--- config.mk ---
export PLATFORM = sky130hd
export DESIGN_NAME = sym_vn_lut_rank_flat
export DESIGN_NICKNAME = d
export VERILOG_FILES = /design/src/rtl/sym_vn_lut_rank_pkg.sv /design/src/rtl/sym_vn_lut_rank_if.sv /design/src/rtl/sym_vn_lut_rank_addr_map.sv /design/src/rtl/sym_vn_lut_rank.sv /design/src/flat_wrapper.sv
export SDC_FILE = /design/constraint.sdc
export NUM_CORES = 2
export LEC_CHECK = 0
export BUFFER_PORTS_ARGS = -buffer_cell sky130_fd_sc_hd__buf_2
export CAP_MARGIN = 20
export CORE_MARGIN = 4
export CORE_UTILIZATION = 55
export DETAILED_ROUTE_END_ITERATION = 10
export HOLD_SLACK_MARGIN = 0.15
export PLACE_DENSITY_LB_ADDON = 0.05
export SYNTH_ARGS = -nofsm -noshare
export SYNTH_HDL_FRONTEND = slang
export SYNTH_SLANG_ARGS = --single-unit
--- constraint.sdc ---
create_clock -name clk -period 2.8 [get_ports clk]
set_clock_uncertainty 0.1 [all_clocks]
set_input_delay 0.42 -clock clk [delete_from_list [all_inputs] [get_ports clk]]
set_output_delay 0.42 -clock clk [all_outputs]
set_load 0.01 [all_outputs]
--- src/rtl/sym_vn_lut_rank_pkg.sv ---
// sym_vn_pkg: shared widths and types for the symmetric VN LUT datapath
package sym_vn_pkg;
  localparam int QUAN_SIZE  = 4;
  localparam int Y0_W       = 3;
  localparam int PAGE_W     = 6;
  localparam int BANK_DEPTH = 2 ** (PAGE_W + 1);
  typedef logic [QUAN_SIZE-1:0] msg_t;
  typedef logic [PAGE_W-1:0]    page_t;
endpackage

--- src/rtl/sym_vn_lut_rank_if.sv ---
// sym_vn_lut_rank_if: dual read ports plus shared write port of the VN LUT
interface sym_vn_lut_rank_if;
  import sym_vn_pkg::*;
  logic [Y0_W-1:0] y0_in_A;
  msg_t            y1_in_A;
  logic [Y0_W-1:0] y0_in_B;
  msg_t            y1_in_B;
  logic            read_addr_offset;
  msg_t            lut_data0;
  msg_t            lut_data1;
  msg_t            lut_in_bank0;
  msg_t            lut_in_bank1;
  page_t           page_write_addr;
  logic            write_addr_offset;
  logic            we;
  modport master (
    output y0_in_A, y1_in_A, y0_in_B, y1_in_B, read_addr_offset,
    output lut_in_bank0, lut_in_bank1, page_write_addr, write_addr_offset, we,
    input  lut_data0, lut_data1
  );
  modport slave (
    input  y0_in_A, y1_in_A, y0_in_B, y1_in_B, read_addr_offset,
    input  lut_in_bank0, lut_in_bank1, page_write_addr, write_addr_offset, we,
    output lut_data0, lut_data1
  );
endinterface

--- src/rtl/sym_vn_lut_rank_addr_map.sv ---
// vn_lut_addr_map: folds {y0, y1} into a page address and a bank select
module vn_lut_addr_map
  import sym_vn_pkg::*;
(
  input  logic [Y0_W-1:0] y0,
  input  msg_t            y1,
  output page_t           page_addr,
  output logic            bank_addr
);
  assign page_addr = {y0, y1[QUAN_SIZE-1:1]};
  assign bank_addr = y1[0];
endmodule

--- src/rtl/sym_vn_lut_rank.sv ---
// sym_vn_lut_rank: dual-bank VN update table with two combinational read ports
module sym_vn_lut_rank
  import sym_vn_pkg::*;
(
  input logic              clk,
  input logic              rst,
  sym_vn_lut_rank_if.slave bus
);
  msg_t            bank0 [BANK_DEPTH];
  msg_t            bank1 [BANK_DEPTH];
  page_t           page_a;
  page_t           page_b;
  logic            bank_a;
  logic            bank_b;
  logic [PAGE_W:0] rd_a;
  logic [PAGE_W:0] rd_b;
  logic [PAGE_W:0] wr_idx;
  vn_lut_addr_map u_map_a (
    .y0        (bus.y0_in_A),
    .y1        (bus.y1_in_A),
    .page_addr (page_a),
    .bank_addr (bank_a)
  );
  vn_lut_addr_map u_map_b (
    .y0        (bus.y0_in_B),
    .y1        (bus.y1_in_B),
    .page_addr (page_b),
    .bank_addr (bank_b)
  );
  assign rd_a   = {bus.read_addr_offset, page_a};
  assign rd_b   = {bus.read_addr_offset, page_b};
  assign wr_idx = {bus.write_addr_offset, bus.page_write_addr};
  // Reset wins over a coincident write; both banks always load together.
  always_ff @(posedge clk) begin
    if (rst) begin
      for (int i = 0; i < BANK_DEPTH; i++) begin
        bank0[i] <= '0;
        bank1[i] <= '0;
      end
    end else if (bus.we) begin
      bank0[wr_idx] <= bus.lut_in_bank0;
      bank1[wr_idx] <= bus.lut_in_bank1;
    end
  end
  assign bus.lut_data0 = bank_a ? bank1[rd_a] : bank0[rd_a];
  assign bus.lut_data1 = bank_b ? bank1[rd_b] : bank0[rd_b];
endmodule

--- src/flat_wrapper.sv ---
// flat-port wrapper written by rule: the top's interface ports become plain ports
module sym_vn_lut_rank_flat import sym_vn_pkg::*;
  (clk, rst, bus_y0_in_A, bus_y1_in_A, bus_y0_in_B, bus_y1_in_B, bus_read_addr_offset, bus_lut_in_bank0, bus_lut_in_bank1, bus_page_write_addr, bus_write_addr_offset, bus_we, bus_lut_data0, bus_lut_data1);
  sym_vn_lut_rank_if bus_i ();
  input logic clk;
  input logic rst;
  input wire logic [$bits(bus_i.y0_in_A)-1:0] bus_y0_in_A;
  input wire logic [$bits(bus_i.y1_in_A)-1:0] bus_y1_in_A;
  input wire logic [$bits(bus_i.y0_in_B)-1:0] bus_y0_in_B;
  input wire logic [$bits(bus_i.y1_in_B)-1:0] bus_y1_in_B;
  input wire logic [$bits(bus_i.read_addr_offset)-1:0] bus_read_addr_offset;
  input wire logic [$bits(bus_i.lut_in_bank0)-1:0] bus_lut_in_bank0;
  input wire logic [$bits(bus_i.lut_in_bank1)-1:0] bus_lut_in_bank1;
  input wire logic [$bits(bus_i.page_write_addr)-1:0] bus_page_write_addr;
  input wire logic [$bits(bus_i.write_addr_offset)-1:0] bus_write_addr_offset;
  input wire logic [$bits(bus_i.we)-1:0] bus_we;
  output wire logic [$bits(bus_i.lut_data0)-1:0] bus_lut_data0;
  output wire logic [$bits(bus_i.lut_data1)-1:0] bus_lut_data1;
  assign bus_i.y0_in_A = bus_y0_in_A;
  assign bus_i.y1_in_A = bus_y1_in_A;
  assign bus_i.y0_in_B = bus_y0_in_B;
  assign bus_i.y1_in_B = bus_y1_in_B;
  assign bus_i.read_addr_offset = bus_read_addr_offset;
  assign bus_i.lut_in_bank0 = bus_lut_in_bank0;
  assign bus_i.lut_in_bank1 = bus_lut_in_bank1;
  assign bus_i.page_write_addr = bus_page_write_addr;
  assign bus_i.write_addr_offset = bus_write_addr_offset;
  assign bus_i.we = bus_we;
  assign bus_lut_data0 = bus_i.lut_data0;
  assign bus_lut_data1 = bus_i.lut_data1;
  sym_vn_lut_rank u_core (.clk(clk), .rst(rst), .bus(bus_i));
endmodule
==> After elaboration in Yosys (flattened, before gate mapping) <==
Memories as Yosys holds them, arrays and structs flattened.
Cells that the tools add are included.
W data, S select, Z words.
{ "word_totals": {"memories": 2, "in_bits": 33, "out_inout_bits": 8, "word_cells": 17, "ramBits": 1024, "regBits": 0} }
{ "memory_table": {"columns": ["name", "words", "width", "rd", "rd_ports_with_merged_regs", "write_ports", "line_no", "rtl"], "rows": [
  ["u_core.bank0", 128, 4, 2, 0, 128, "sym_vn_lut_rank.sv:9", "msg_t bank0 [BANK_DEPTH];"],
  ["u_core.bank1", 128, 4, 2, 0, 128, "sym_vn_lut_rank.sv:10", "msg_t bank1 [BANK_DEPTH];"]
]} }
{ "op_classes": {"n_mux": 13, "reduce_logical": 2} }
{ "op_table": {"columns": ["cell", "n"], "rows": [
  ["$mux W4", 4],
  ["$mux W7", 2],
  ["$reduce_or A4 Y1", 2],
  ["$mux W1", 7]
]} }

==> Depth between registers and ports, before layout <==
{ "depth": {"ltp_word": 5, "depth_mapped": 12} }

==> By module <==
From an unflattened synthesis, not the netlist that was laid out.
{ "hier_totals": {"cells_unflattened": 3942, "area_unflattened_um2": 56362.8} }
{ "modules_own_cells": {"columns": ["mod", "seq_area_each_um2", "cells_per_inst", "instances", "area_per_inst_um2"], "rows": [
  ["sym_vn_lut_rank", 30749.5, 3928, 1, 56257.7],
  ["vn_lut_addr_map", 0.0, 7, 2, 52.6]
]} }

==> Worst setup path after synthesis <==
No wires, ideal clock.
{ "synth_path": {"path_kind": "input -> output", "start": "input bus_y1_in_B[2]", "end": "output bus_lut_data1[1]", "n_path_buf": 4, "arrival_ns": 2.504, "slack_ns": -0.224, "stages": 10, "cell_sequence": "buf_4 > buf_2 > buf_4 > buf_1 > mux4_2 > mux2i_1 > o221ai_1 > nor4_1 > a31oi_1 > a211o_1"} }
{ "synth_between": {"elab_chain_len": 2, "word_cells_on_any_way": 3, "classes_between": "mux (1); memory (2)"} }
{ "synth_rtl": {"columns": ["element", "line_no", "rtl"], "rows": [
  ["start, declared", "flat_wrapper.sv:10", "input wire logic [$bits(bus_i.y1_in_B)-1:0] bus_y1_in_B;"],
  ["$mem_v2 Z128 W4 (on tied branches)", null, null],
  ["$mux W4 *", "sym_vn_lut_rank.sv:46", "assign bus.lut_data1 = bank_b ? bank1[rd_b] : bank0[rd_b];"],
  ["end, declared", "flat_wrapper.sv:18", "output wire logic [$bits(bus_i.lut_data1)-1:0] bus_lut_data1;"]
]} }
Mark *: on every way between the ends. The rest lies on a longest branch, timed or not.

==> impl_metrics.tcl <==
set metrics [dict create \
    grt_pass1_vias 37500 \
    drt_first_iter_violations 5648 \
    finalHoldViolCount 0 \
    cts-hold-fix-buffers 0 \
    coreArea_mm2 0.100 \
    p_sw_mw 9.70 \
    leakage_nw 23.6 \
    synthArstFlopShare_pct 0 \
    groute.usage.overall_pct 34.7 \
    clock_sinks 1024 \
    crit_fanout 2 \
    cts_buffers 109 \
    critPathBufInv 3 \
    die_area_mm2 0.107 \
    gp_congestion 0.973 \
    seqPwrFrac_pct 48.2 \
    fin_crit_sh_pct 133 \
    critPathMaxStageDelay_ns 0.55 \
    cap_violations 0 \
    synth_edf_count 1024 \
    synth_nets 3965 \
    worstPathRequired_ns 2.28 \
    hold_depth 2 \
    switching_share_pct 25.7 \
    synth-xor-area-share_pct 0 \
    antenna_found_initial 8 \
    root_buffer "clkbuf_16" \
    vias 38400 \
    via_per_inst 6.68 \
    cp_top_family "multiplexers" \
    grt_pass1_wl_um 268000 \
    setup_slack_ns -0.919 \
    synth.most_common_cell "and2_1" \
    worstPathCellList "mux4_2, mux4_2, nor2b_4, nor3_2, buf_4, a22oi_2, nand4bb_1, buf_6, buf_6" \
    slew_violations 0 \
    synthDominantCellAreaShare_pct 55.0 \
    wl_um 186000 \
    rsz0062_at_grt "yes" \
    fmax_mhz 269 \
    pwr-share-comb_pct 13.4 \
    worst_ir_drop_vdd_mv 0.513 \
    path_clk_slew_ns 0.06 \
    synth_top_area_cell "edfxtp_1" \
    synth_area_mm2 0.0559 \
    internal_power_mw 28.0 \
    drc_errors 0 \
    final_util_pct 65.0 \
    hp-class "input port to register" \
    rows 116 \
    yosysWarnings 0 \
    hold_end "u_core.bank1[104][3]" \
    setup_viol 8 \
    synth_top_family_by_area "multiplexers" \
    hp-start "bus_lut_in_bank1[3]" \
    syn_area_per_cell_um2 14.2 \
    synth.top_cells.by_count "and2_1, edfxtp_1, mux4_2" \
    cts_tree "built" \
    fp.dieH_um 327 \
    syn_inst 3932 \
    ys_seq_area_share_pct 55.0 \
    fp.dieW_um 327 \
    num_io_pins 41 \
    layout-drive-gt1-share_pct 31.7 \
    worstMarginPinSlew_ns 0.919 \
    cpMaxStageDelayCell "mux4_2" \
    tns_ns -6.70 \
    dp.final_hpwl_um 130000 \
    start_util_pct 55.7 \
    ant_nets 0 \
    synthSimpleGateAreaFrac_pct 16.0 \
    cts_buffer_depth 3 \
    cp-end-kind "primary output" \
    grt_max_degree 129 \
    synth_compound_area_share_pct 4.22 \
    synthDistinctLibCells 50 \
    wl_per_cell_um 32.3 \
    start_kind "register" \
    power_density_mw_per_mm2 578 \
    synthTopCellsByArea "edfxtp_1, mux4_2, and2_1, mux2i_1, or2_2" \
    final_nets 4338 \
    slew_headroom_pct 38.8 \
    grt_overflow 0 \
    cts_htree_levels 3 \
    crit_type "register to primary output" \
    status "complete, but fails checks" \
    synthAdderAreaFrac_pct 0 \
    synth_seq_cells 1024 \
    ys.flop_type "edfxtp_1" \
    arrival_ns 3.20 \
    dr.pass1.iters 10 \
    hold_slack_ns 0.236 \
    min_period_ns 3.72 \
    p_clk_share_pct 38.5 \
    violations "setup timing" \
    port-buffer-count 40 \
    synth_mux_area_share_pct 21.9 \
    syn_to_final_growth_pct 16.8 \
]
==> cell families (layout without fill, tap and decap cells) <==
family,after synthesis,after routing
compound gates,342,342
buf+inv,337,797
flops,1024,1024
mux,680,680
other cells,0,6
simple gates,1549,1549
==> cell type report <==
cell class / instances / area [um^2]
timing repair buffer: 592 / 5340
clock inverter: 72 / 713
fill: 7323 / 35200
inverter: 7 / 26.3
tap: 1357 / 1700
multi-input combinational: 2571 / 24000
antenna: 6 / 15.0
sequential: 1024 / 30700
clock buffer: 126 / 2790
==> sequential cells by signal, summed over array words and instances, names as in the netlist <==
name	flops
u_core.bank0	512
u_core.bank1	512
==> worst max path at each step <==
stage	from	end	slack [ns]	depth (start not counted)
after global routing	u_core.bank0[35][3]	bus_lut_data1[3]	-1.01	9
final	u_core.bank0[34][3]	bus_lut_data1[3]	-0.92	9
after floorplan	bus_y1_in_A[1]	bus_lut_data0[1]	-0.06	8
after detailed placement	bus_y1_in_A[1]	bus_lut_data0[0]	-1.03	9
after global placement	bus_y1_in_A[1]	bus_lut_data0[0]	-1.02	9
after CTS	u_core.bank0[34][3]	bus_lut_data1[3]	-1.01	9
==> power by group through the flow <==
stage / clock (mW) / combinational [mW] / sequential [mW]
after floorplan: 0 / 2.84 / 18.2
after global placement: 0 / 4.75 / 18.4
after detailed placement: 0 / 4.80 / 18.5
after CTS: 14.6 / 4.91 / 18.1
after global routing: 15.3 / 5.21 / 18.2
final: 14.5 / 5.04 / 18.2
==> cell usage in the layout, fill, tap and decap left out, types with 6 or more instances in the layout <==
cell | netlist | routed
or2_2 | 132 | 132
buf_2 | 52 | 21
clkbuf_16 | 0 | 109
clkinvlp_4 | 0 | 8
bufinv_16 | 0 | 11
a22oi_2 | 0 | 7
mux4_2 | 435 | 435
clkinv_2 | 0 | 24
o22ai_1 | 60 | 53
o21ai_0 | 17 | 13
nor2b_1 | 11 | 10
o221ai_1 | 89 | 87
nor3_1 | 48 | 39
mux2i_1 | 241 | 236
buf_12 | 0 | 70
and2_1 | 1028 | 1028
diode_2 | 0 | 6
a22oi_1 | 40 | 33
nor3_2 | 0 | 8
nand3_1 | 38 | 37
edfxtp_1 | 1024 | 1024
a21oi_1 | 87 | 84
clkinv_1 | 1 | 20
o22ai_2 | 0 | 6
buf_4 | 32 | 486
nand2_1 | 84 | 82
clkbuf_1 | 211 | 17
buf_6 | 19 | 12
nor2_1 | 175 | 173
and3_1 | 7 | 7
==> per-layer routing <==
metal / wire length (um) / global-route usage (%) / vias up / part of all wire (%)
li1: - / - / 15800 / -
met1: 74400 / 51.4 / 19800 / 40
met2: 82700 / 51.5 / 2444 / 45
met3: 21700 / 8.01 / 364 / 12
met4: 6940 / 11.3 / 6 / 3.7
met5: 47 / 0 / - / 0.025
==> metrics by stage <==
| step | power, mW | setup slack [ns] | cell area (um^2) | std cells |
|---|---|---|---|---|
| after floorplan | 21.0 | -0.0592 | 56200 | 3932 |
| after detailed placement | 23.2 | -1.03 | 61300 | 5547 |
| final | 37.7 | -0.919 | 65300 | 5755 |
| after CTS | 37.7 | -1.01 | 65100 | 5751 |
| after global placement | 23.2 | -1.02 | 61300 | 5547 |
| after global routing | 38.7 | -1.01 | 65300 | 5749 |
==> what timing repair did <==
action | CTS | global route
setup buffers | 8 | 1
resized for setup | 52 | 33
hold endpoints to repair | 0 | 0
gates cloned | 0 | 0
setup endpoints to repair | 8 | 8
pin swaps | 19 | 20
Power figures use the tool's default switching activity.
